## src/rtl/scan_pkg.sv

```systemverilog
// Shared types and next-index arithmetic for the scan index generator.
package scan_pkg;

  typedef enum logic [1:0] {
    StIdle = 2'd0,
    StRun  = 2'd1,
    StDone = 2'd2
  } scan_state_e;

  typedef struct packed {
    logic        wrap;
    logic [31:0] next;
  } scan_next_t;

  // wrap is set when idx + step exceeds limit. Because limit fits in the index
  // width, this also covers a carry out of the index MSB.
  function automatic scan_next_t next_index(input logic [31:0] idx,
                                            input logic [31:0] step,
                                            input logic [31:0] limit);
    scan_next_t  r;
    logic [32:0] sum;
    sum    = {1'b0, idx} + {1'b0, step};
    r.next = sum[31:0];
    r.wrap = (sum > {1'b0, limit});
    return r;
  endfunction

endpackage

```

## src/rtl/decoderNxM.sv

```systemverilog
// N-to-2^N one-hot decoder; compiled only when SCAN_ONEHOT_OUT_EN is defined.
`ifdef SCAN_ONEHOT_OUT_EN
module decoderNxM #(
  parameter int unsigned N = 4
) (
  input  logic [N-1:0]    sel,
  output logic [2**N-1:0] onehot
);

  always_comb begin
    onehot      = '0;
    onehot[sel] = 1'b1;
  end

endmodule
`endif

```

## src/rtl/scan_index_gen.sv

```systemverilog
// Sweeping select-index generator with valid/ready output.
// Optional gated one-hot output under macro SCAN_ONEHOT_OUT_EN.
module scan_index_gen
  import scan_pkg::*;
#(
  parameter int unsigned N = 4
) (
  input  logic           clk,
  input  logic           rst_n,
  input  logic           start,
  input  logic           stop,
  input  logic           cont,
  input  logic [N-1:0]   step,
  input  logic [N-1:0]   limit,
  output logic [N-1:0]   idx,
  output logic           idx_valid,
  input  logic           idx_ready,
  output logic           busy,
  output logic           done
`ifdef SCAN_ONEHOT_OUT_EN
  ,
  output logic [2**N-1:0] sel_onehot
`endif
);

  scan_state_e state_q, state_d;
  logic [N-1:0] idx_q, idx_d;
  logic [N-1:0] step_q, step_d;
  logic [N-1:0] limit_q, limit_d;
  logic         cont_q, cont_d;
  logic         valid_q, valid_d;
  logic         busy_q, busy_d;
  logic         done_q, done_d;
  scan_next_t   nxt;

  always_ff @(posedge clk or negedge rst_n) begin
    if (!rst_n) begin
      state_q <= StIdle;
      idx_q   <= '0;
      step_q  <= '0;
      limit_q <= '0;
      cont_q  <= 1'b0;
      valid_q <= 1'b0;
      busy_q  <= 1'b0;
      done_q  <= 1'b0;
    end else begin
      state_q <= state_d;
      idx_q   <= idx_d;
      step_q  <= step_d;
      limit_q <= limit_d;
      cont_q  <= cont_d;
      valid_q <= valid_d;
      busy_q  <= busy_d;
      done_q  <= done_d;
    end
  end

  always_comb begin
    state_d = state_q;
    idx_d   = idx_q;
    step_d  = step_q;
    limit_d = limit_q;
    cont_d  = cont_q;
    valid_d = valid_q;
    busy_d  = busy_q;
    done_d  = 1'b0;
    nxt     = next_index(32'(idx_q), 32'(step_q), 32'(limit_q));

    // Abort overrides everything, including a concurrent start or transfer.
    if (stop) begin
      state_d = StIdle;
      idx_d   = '0;
      valid_d = 1'b0;
      busy_d  = 1'b0;
    end else begin
      unique case (state_q)
        StIdle, StDone: begin
          if (start) begin
            step_d  = (step == '0) ? N'(1) : step;
            limit_d = limit;
            cont_d  = cont;
            idx_d   = '0;
            valid_d = 1'b1;
            busy_d  = 1'b1;
            state_d = StRun;
          end else begin
            state_d = StIdle;
          end
        end
        StRun: begin
          if (valid_q && idx_ready) begin
            if (!nxt.wrap) begin
              idx_d = N'(nxt.next);
            end else if (cont_q) begin
              idx_d = '0;
            end else begin
              valid_d = 1'b0;
              busy_d  = 1'b0;
              done_d  = 1'b1;
              state_d = StDone;
            end
          end
        end
        default: state_d = StIdle;
      endcase
    end
  end

  assign idx       = idx_q;
  assign idx_valid = valid_q;
  assign busy      = busy_q;
  assign done      = done_q;

`ifdef SCAN_ONEHOT_OUT_EN
  localparam int unsigned M = 2**N;
  logic [M-1:0] dec_onehot;

  decoderNxM #(
    .N(N)
  ) u_dec (
    .sel    (idx_q),
    .onehot (dec_onehot)
  );

  assign sel_onehot = valid_q ? dec_onehot : '0;
`endif

endmodule

```

## config.mk

```make
export PLATFORM = sky130hd
export DESIGN_NAME = scan_index_gen
export DESIGN_NICKNAME = d
export VERILOG_FILES = /design/src/rtl/scan_pkg.sv /design/src/rtl/decoderNxM.sv /design/src/rtl/scan_index_gen.sv
export SDC_FILE = /design/constraint.sdc
export NUM_CORES = 1
export LEC_CHECK = 0
export CAP_MARGIN = 40
export CORE_ASPECT_RATIO = 1.1
export CORE_UTILIZATION = 45
export CTS_CLUSTER_SIZE = 12
export DETAILED_ROUTE_END_ITERATION = 10
export GPL_TIMING_DRIVEN = 0
export PLACE_DENSITY_LB_ADDON = 0.25
export SYNTH_ARGS = -nofsm -noshare
export SYNTH_HDL_FRONTEND = slang
export SYNTH_SLANG_ARGS = --single-unit
```

## constraint.sdc

```tcl
create_clock -name clk -period 6.2 [get_ports clk]
set_clock_uncertainty 0.05 [all_clocks]
set_input_delay 1.24 -clock clk [delete_from_list [all_inputs] [get_ports clk]]
set_output_delay 1.24 -clock clk [all_outputs]
set_load 0.03 [all_outputs]
```

## Word level (Yosys, flattened, before mapping)

Index checks and enable logic that the tools add are counted.

- Add/subtract/negate cells: 1
- Order comparisons: 1
- Eq/ne operators: 7
- Mux-type cells: 24
- Bitwise logic cells: 1
- Reductions and logical operators: 9

Operators by type and width:

| operator | count |
|---|---|
| $mux 4 | 6 |
| $ne 3x3->1 const B | 4 |
| $mux 1 | 11 |
| $mux 2 | 4 |
| $pmux 4 s2 | 1 |
| $reduce_and 3->1 | 2 |
| $add 4x4->5 | 1 |
| $gt 5x4->1 | 1 |
| $reduce_and 5->1 | 1 |
| $logic_not 4->1 | 1 |
| $ne 4x4->1 const B | 1 |
| $pmux 2 s2 | 1 |
| $reduce_and 4->1 | 1 |
| $reduce_bool 3->1 | 1 |
| $eq 2x1->1 const B | 1 |
| $eq 2x2->1 const B | 1 |
| $logic_not 2->1 | 1 |
| $pmux 1 s2 | 1 |
| $reduce_or 2->1 | 1 |
| $logic_and 1x1->1 | 1 |
| $not 1->1 | 1 |

- Register bits after elaboration: 17
- Bits of input ports: 14
- Word-level logic and storage cells: 50

## Longest topological paths before layout

Gate-level depths: netlist of run 1.

- Depth in word-level cells: 6
- Depth in mapped cells: 10

## Worst setup path after synthesis of run 1

OpenSTA, ideal clock, no wires.

- Path type: register to register
- Start: register idx_q[0] (netlist: idx[0])
- End: register idx_q[0] (netlist: idx[0])
- Setup time: 0.125 ns
- Arrival: 2.488 ns
- Data required time: 6.025 ns
- Path slack: 3.537 ns
- Cell stages (with the launch flop): 11
- Buffers on the path: 0
- Path through: dfrtp_1 -> ha_1 -> inv_1 -> fa_1 -> inv_1 -> ha_1 -> nor2b_4 -> o211ai_2 -> a21oi_4 -> a22o_4 -> mux2_4

- Longest elaborated chain between the ends: 6
- Elaborated cells on any way between the ends: 8
- Classes of those cells: add/sub (1); order compare (1); eq/ne (1); mux (4); reduce/logical (1)

Ends and longest elaborated chain:

| element | RTL line | source |
|---|---|---|
| start: declaration | scan_index_gen.sv:27 | `logic [N-1:0] idx_q, idx_d;` |
| start signal: assignment | scan_index_gen.sv:48 | `idx_q <= idx_d;` |
| $add 4x4->5 (*) | scan_pkg.sv:22 | `sum = {1'b0, idx} + {1'b0, step};` |
| $gt 5x4->1 | scan_pkg.sv:24 | `r.wrap = (sum > {1'b0, limit});` |
| $mux 4 | scan_index_gen.sv:92 | `if (!nxt.wrap) begin` |
| $mux 4 | scan_index_gen.sv:91 | `if (valid_q && idx_ready) begin` |
| $pmux 4 s2 | scan_index_gen.sv:76 | `unique case (state_q)` |
| $mux 4 | scan_index_gen.sv:70 | `if (stop) begin` |

Every way passes the cells marked *; elsewhere a longest branch is shown, timed or not. The select of a mux whose other input is x is not followed.
A chain may end at the register's enable or synchronous reset.

==> run summary, run 1 <==
core area -> 0.00206 mm²
chip height -> 52.0 µm
final hold vios -> 0
wire length on met3 -> 93 µm
final setup violation count -> 0
Post-CTS Setup Bufs -> 0
# fillers -> 183
post-route insts no fill -> 149
data required time of the worst path -> 4.91 ns
Port Buffers -> 20
htree depth -> 1
Final #Nets -> 145
Power Density -> 501 mW/mm²
Least-Margin Pin Slew -> 0.765 ns
CP Max Fanout -> 4
number of core rows -> 17
Worst Path Arrival -> 1.46 ns
RD Place Congestion -> 0.835
WL per Instance -> 12.6 µm
DRT Pass-1 Iters -> 4
post-route setup slack -> 3.45 ns
final worst-path cycle share -> 0.444
global route overflow -> 0
fin. max-slew vios -> 0
HPWL Detailed -> 1.51 mm
CTS resizes -> 0
CTS max path bufs -> 2
final hold slack -> 0.453 ns
# DRC -> 0
Setup CP Type -> reg -> out
mean post-synth cell area -> 10.5 µm²
min-delay worst type -> reg -> reg
CTS tree -> built
slew margin rel. -> 0.488
Via density -> 5.27
WL met1 -> 807 µm
Yosys warning total -> 0
Unique masters post-synth -> 31
Root Driver -> clkbuf_4
critical path launch point type -> register
fmax -> 363 MHz
clock sinks -> 17
layout cells sized above 1 -> 0.140
antenna cells -> 0
# IOs -> 21
area grow syn2layout -> 25.6%
register area share after synthesis -> 0.417
first-pass GRT wire length -> 3.24 mm
status -> finished, final reports clean
die area -> 0.00246 mm²
worst ir drop on vdd -> 0.386 mV
FF+latch count, synth -> 17
final WL -> 1.88 mm
syn nets -> 120
CTS Hold Bufs -> 0
die width -> 47.4 µm
Placed Cells -> 145
number of global-route vias before repair -> 788
Worst-Skew Late Latency -> 0.28 ns
fin util -> 0.622
initial antenna violation count -> 0
flop2flop setup slack -> 3.53 ns
max-cap viol count -> 0
Initial Util -> 0.495
synthesized instance count -> 97
Starting DRT DRC Count -> 10
largest net degree at the start of global routing -> 18
TritonCTS Buffers -> 3
setup TNS -> 0 ns
CP Capture Type -> output port
Total Routing Usage GR -> 0.186
Leak -> 0.578 nW
Via Count -> 785
Top Metal Used -> met4
dpl ws -> 3.33 ns
fin crit period -> 2.75 ns
Final ANT Viol Nets -> 0
Mapped Area -> 0.00102 mm²
clock slew at the register clock pins of the worst setup and hold paths -> 0.10 ns
RSZ-0062 raised after global routing -> false
met2 wire length -> 950 µm
[cells in the final DEF (no fill, tap or decap), drive strengths merged, types with 2 or more instances in the layout]
master          n
clkdlybuf4s50  20
nand2b          2
nand2           5
nor3            2
buf             4
nor2           12
o21ai           6
dfrtp          17
clkbuf          4
nor2b           3
inv             9
mux2            7
nor4            4
a21o            2
xnor2           2
a21oi           5
ha              8
[final timing paths]
| path | depth (start not counted) | start | endpoint |
|---|---|---|---|
| max in group asynchronous | 1 | rst_n | step_q[0] |
| min in group asynchronous | 1 | rst_n | limit_q[1] |
| max | 2 | busy | idx_valid |
| max reg2reg | 9 | idx[0] | idx[2] |
| min reg2reg | 1 | step_q[2] | step_q[2] |
| min | 1 | step_q[2] | step_q[2] |
[per-layer routing]
metal | vias up | GRT usage
met2 | 20 | 0.313
met4 | 0 | 0.0810
met3 | 4 | 0.0347
met1 | 376 | 0.224
met5 | - | 0
li1 | 385 | -
[registers in the layout (all words and copies together) (netlist names)]
register and flops:
step_q 4, done 1, idx 4, limit_q 4, busy 1, cont_q 1
state_q 2
[Yosys cell counts]
master / n / area share
dfrtp_1: 17 / 0.42
fa_1: 1 / 0.020
nor2_1: 10 / 0.037
nor4_1: 4 / 0.025
a32o_1: 1 / 0.0098
nor2b_1: 2 / 0.012
nor3_1: 2 / 0.0098
a21oi_1: 4 / 0.020
mux2_1: 4 / 0.044
buf_2: 3 / 0.015
or3b_1: 1 / 0.0086
xnor2_1: 2 / 0.017
o21ai_1: 5 / 0.025
nor2b_4: 1 / 0.013
o41a_1: 1 / 0.011
nand2b_4: 1 / 0.013
nand3_1: 1 / 0.0049
and4_1: 1 / 0.0086
ha_1: 8 / 0.098
nand2_1: 5 / 0.018
o211ai_2: 1 / 0.012
a21o_1: 2 / 0.015
nor2_2: 2 / 0.012
inv_1: 9 / 0.033
a21oi_4: 1 / 0.016
buf_4: 1 / 0.0074
a22o_4: 1 / 0.017
mux2_4: 3 / 0.044
o21ai_0: 1 / 0.0049
or2_1: 1 / 0.0061
nand2b_1: 1 / 0.0061
[critical path, stage by stage (launching register included)]
cell             delay (ns)
dfrtp_1                0.40
buf_4                  0.12
clkdlybuf4s50_1        0.65
[final cells by class]
class,instances,area [µm²],share of cell area
Sequential cell,17,425,0.332
Inverter,9,33.8,0.0263
Buffer,4,22.5,0.0176
Tap cell,28,35.0,0.0273
Timing Repair Buffer,20,200,0.156
Multi-Input combinational cell,67,539,0.420
Clock buffer,4,26.3,0.0205
[cells by family after synthesis]
group / after synthesis / synth area share
AO/OA/AOI/OAI: 17 / 0.130
buffers and inverters: 13 / 0.0551
multiplexers: 7 / 0.0882
adder cells (fa/ha/maj): 9 / 0.118
XOR/XNOR: 2 / 0.0172
AND/OR/NAND/NOR: 32 / 0.175
flip-flops: 17 / 0.417
[per-stage QoR]
stage	power [mW]	area [µm²]
after floorplan	0.492	1020
after global placement	0.576	1260
after detailed placement	0.589	1260
after CTS	0.650	1280
after global routing	0.704	1280
final	0.643	1280
[power by group]
part	switching, mW	total, mW	internal, mW
Combinational	0.217	0.399	0.182
Sequential	0.0304	0.184	0.153
Clock	0.0345	0.0595	0.0249
Total	0.282	0.643	0.361
(Power assumes the default switching activity.)
==> run 2: changes to the inputs <==
==> constraint.sdc (replaced) <==
create_clock -name clk -period 2.32 [get_ports clk]
set_clock_uncertainty 0.05 [all_clocks]
set_input_delay 0.464 -clock clk [delete_from_list [all_inputs] [get_ports clk]]
set_output_delay 0.464 -clock clk [all_outputs]
set_load 0.03 [all_outputs]
==> run 2 against run 1 <==
Against the previous run:
- the run now ends with setup timing left
- count of clock-buffer cells in the layout is the same
- power increased to 3.2 times the previous value
- die area unchanged
- routed wire length up 10%
- via count is 1.8% higher
- global-route usage rose by 1.9 points
- worst setup slack worse by 3.7 ns
- flip-flop and latch count is the same
- largest power group unchanged
- highest routed layer unchanged
==> run summary, run 2 (synthesis gave the netlist of run 1 again) <==
status -> complete, but fails checks
failing checks -> setup timing
chip height -> 52.0 µm
Placed Area -> 0.00128 mm²
clock sinks -> 17
first-pass GRT wire length -> 3.42 mm
CTS tree -> built
max-cap viol count -> 0
Worst Path Arrival -> 2.68 ns
WL per Instance -> 13.6 µm
TritonCTS Buffers -> 3
data required time of the worst path -> 2.45 ns
layout cells sized above 1 -> 0.282
number of core rows -> 17
flop2flop setup slack -> -0.23 ns
slowest stage delay, CP -> 0.54 ns
Worst-Skew Late Latency -> 0.30 ns
Final #Nets -> 148
Starting DRT DRC Count -> 9
CTS Hold Bufs -> 0
dpl ws -> -0.279 ns
RSZ-0062 raised after global routing -> true
fin util -> 0.673
CTS max path bufs -> 2
Port Buffers -> 20
area grow syn2layout -> 35.9%
Leak -> 0.604 nW
die width -> 47.4 µm
CP Max Fanout -> 5
worst ir drop on vdd -> 0.859 mV
CP Cell Sequence -> ha_4 -> inv_2 -> fa_2 -> inv_2 -> ha_4 -> nor2b_4 -> o211ai_2 -> a21oi_4 -> a22o_4 -> mux2_4
hold path cells -> 1
Hold EP -> step_q[3]
Least-Margin Pin Slew -> 0.771 ns
htree depth -> 1
# IOs -> 21
Via Count -> 799
Final ANT Viol Nets -> 0
Placed Cells -> 145
beginning of the critical path -> step_q[0]
crit path max-delay cell type -> fa_2
fmax -> 392 MHz
core area -> 0.00206 mm²
Pwr Total -> 2.08 mW
RD Place Congestion -> 0.801
reg2reg start -> step_q[0]
antenna cells -> 0
Worst Hold Launch -> step_q[3]
slew margin rel. -> 0.484
critical path launch point type -> register
final setup violation count -> 7
DRT Pass-1 Iters -> 4
HPWL Detailed -> 1.55 mm
fin crit period -> 2.55 ns
# DRC -> 0
commonest cells after routing, fill and taps aside -> clkdlybuf4s50_1, dfrtp_1, nor2_1
initial antenna violation count -> 0
final hold vios -> 0
post-route setup slack -> -0.230 ns
post-route insts no fill -> 152
Root Driver -> clkbuf_4
min-delay worst type -> reg -> reg
largest net degree at the start of global routing -> 18
final worst-path cycle share -> 1.10
global route overflow -> 0
Worst Reg-to-Reg Cells -> 10
fin. max-slew vios -> 0
die area -> 0.00246 mm²
Total Routing Usage GR -> 0.206
clock slew at the register clock pins of the worst setup and hold paths -> 0.09 ns
Setup CP Type -> reg -> reg
Initial Util -> 0.495
Via density -> 5.26
number of global-route vias before repair -> 749
final WL -> 2.07 mm
CP Capture Type -> register
Power Density -> 1500 mW/mm²
most common cell after layout, fill and taps aside -> clkdlybuf4s50_1
fin area -> 0.00139 mm²
R2R Path End -> idx[2]
[run 2: worst max-delay path: cells and delay by family (launching register included)]
kind                       cells  cell delay (ns)
muxes                          1             0.30
DFF                            1             0.42
AOI/OAI and AO/OA              3             0.51
buffers and inverters          2             0.09
and+or+nand+nor                1             0.12
adders and majority gates      3             0.95
[run 2: metal layers]
layer  global-route usage  wire length [µm]  up-vias
li1                     -                 -      387
met3               0.0243                75        5
met2                0.336              1040       15
met4                0.100                43        0
met1                0.261               903      392
met5                    0                 0        -
[run 2: area by class of cell]
cell class / instances / area [µm²]
fillers: 177 / 676
multi-input cells: 67 / 619
flip-flops and latches: 17 / 428
repair buffers: 23 / 223
well taps: 28 / 35.0
inverters: 9 / 33.8
clock buffers: 4 / 26.3
plain buffers: 4 / 22.5
[run 2: how the worst max path moves through the flow]
stage | slack (ns) | endpoint | depth (start not counted)
finish | -0.23 | idx[2] | 10
global route | -0.32 | idx[2] | 10
CTS | -0.21 | idx[2] | 10
detailed placement | -0.28 | idx[0] | 9
global placement | -0.25 | idx[2] | 9
floorplan | -0.22 | idx[0] | 10
[run 2: repair_timing]
| item | in CTS | in global routing |
|---|---|---|
| pin swaps | 3 | 2 |
| buffers inserted | 3 | 0 |
| resized for setup | 8 | 1 |
| endpoints found under the setup margin | 8 | 8 |
| cloned | 0 | 0 |
[run 2: report_power, final]
part | leakage (nW) | internal [mW] | switching [mW]
logic | 0.376 | 0.707 | 0.720
registers | 0.213 | 0.412 | 0.0871
clock network | 0.0150 | 0.0670 | 0.0919
[run 2: metrics by stage]
step	TNS (ns)	hold WS (ns)
6_report	-1.18	0.453
3_5_place_dp	-1.66	0.432
4_1_cts	-1.10	0.455
3_3_place_gp	-1.36	0.433
2_1_floorplan	-0.985	0.118
5_1_grt	-1.99	0.483
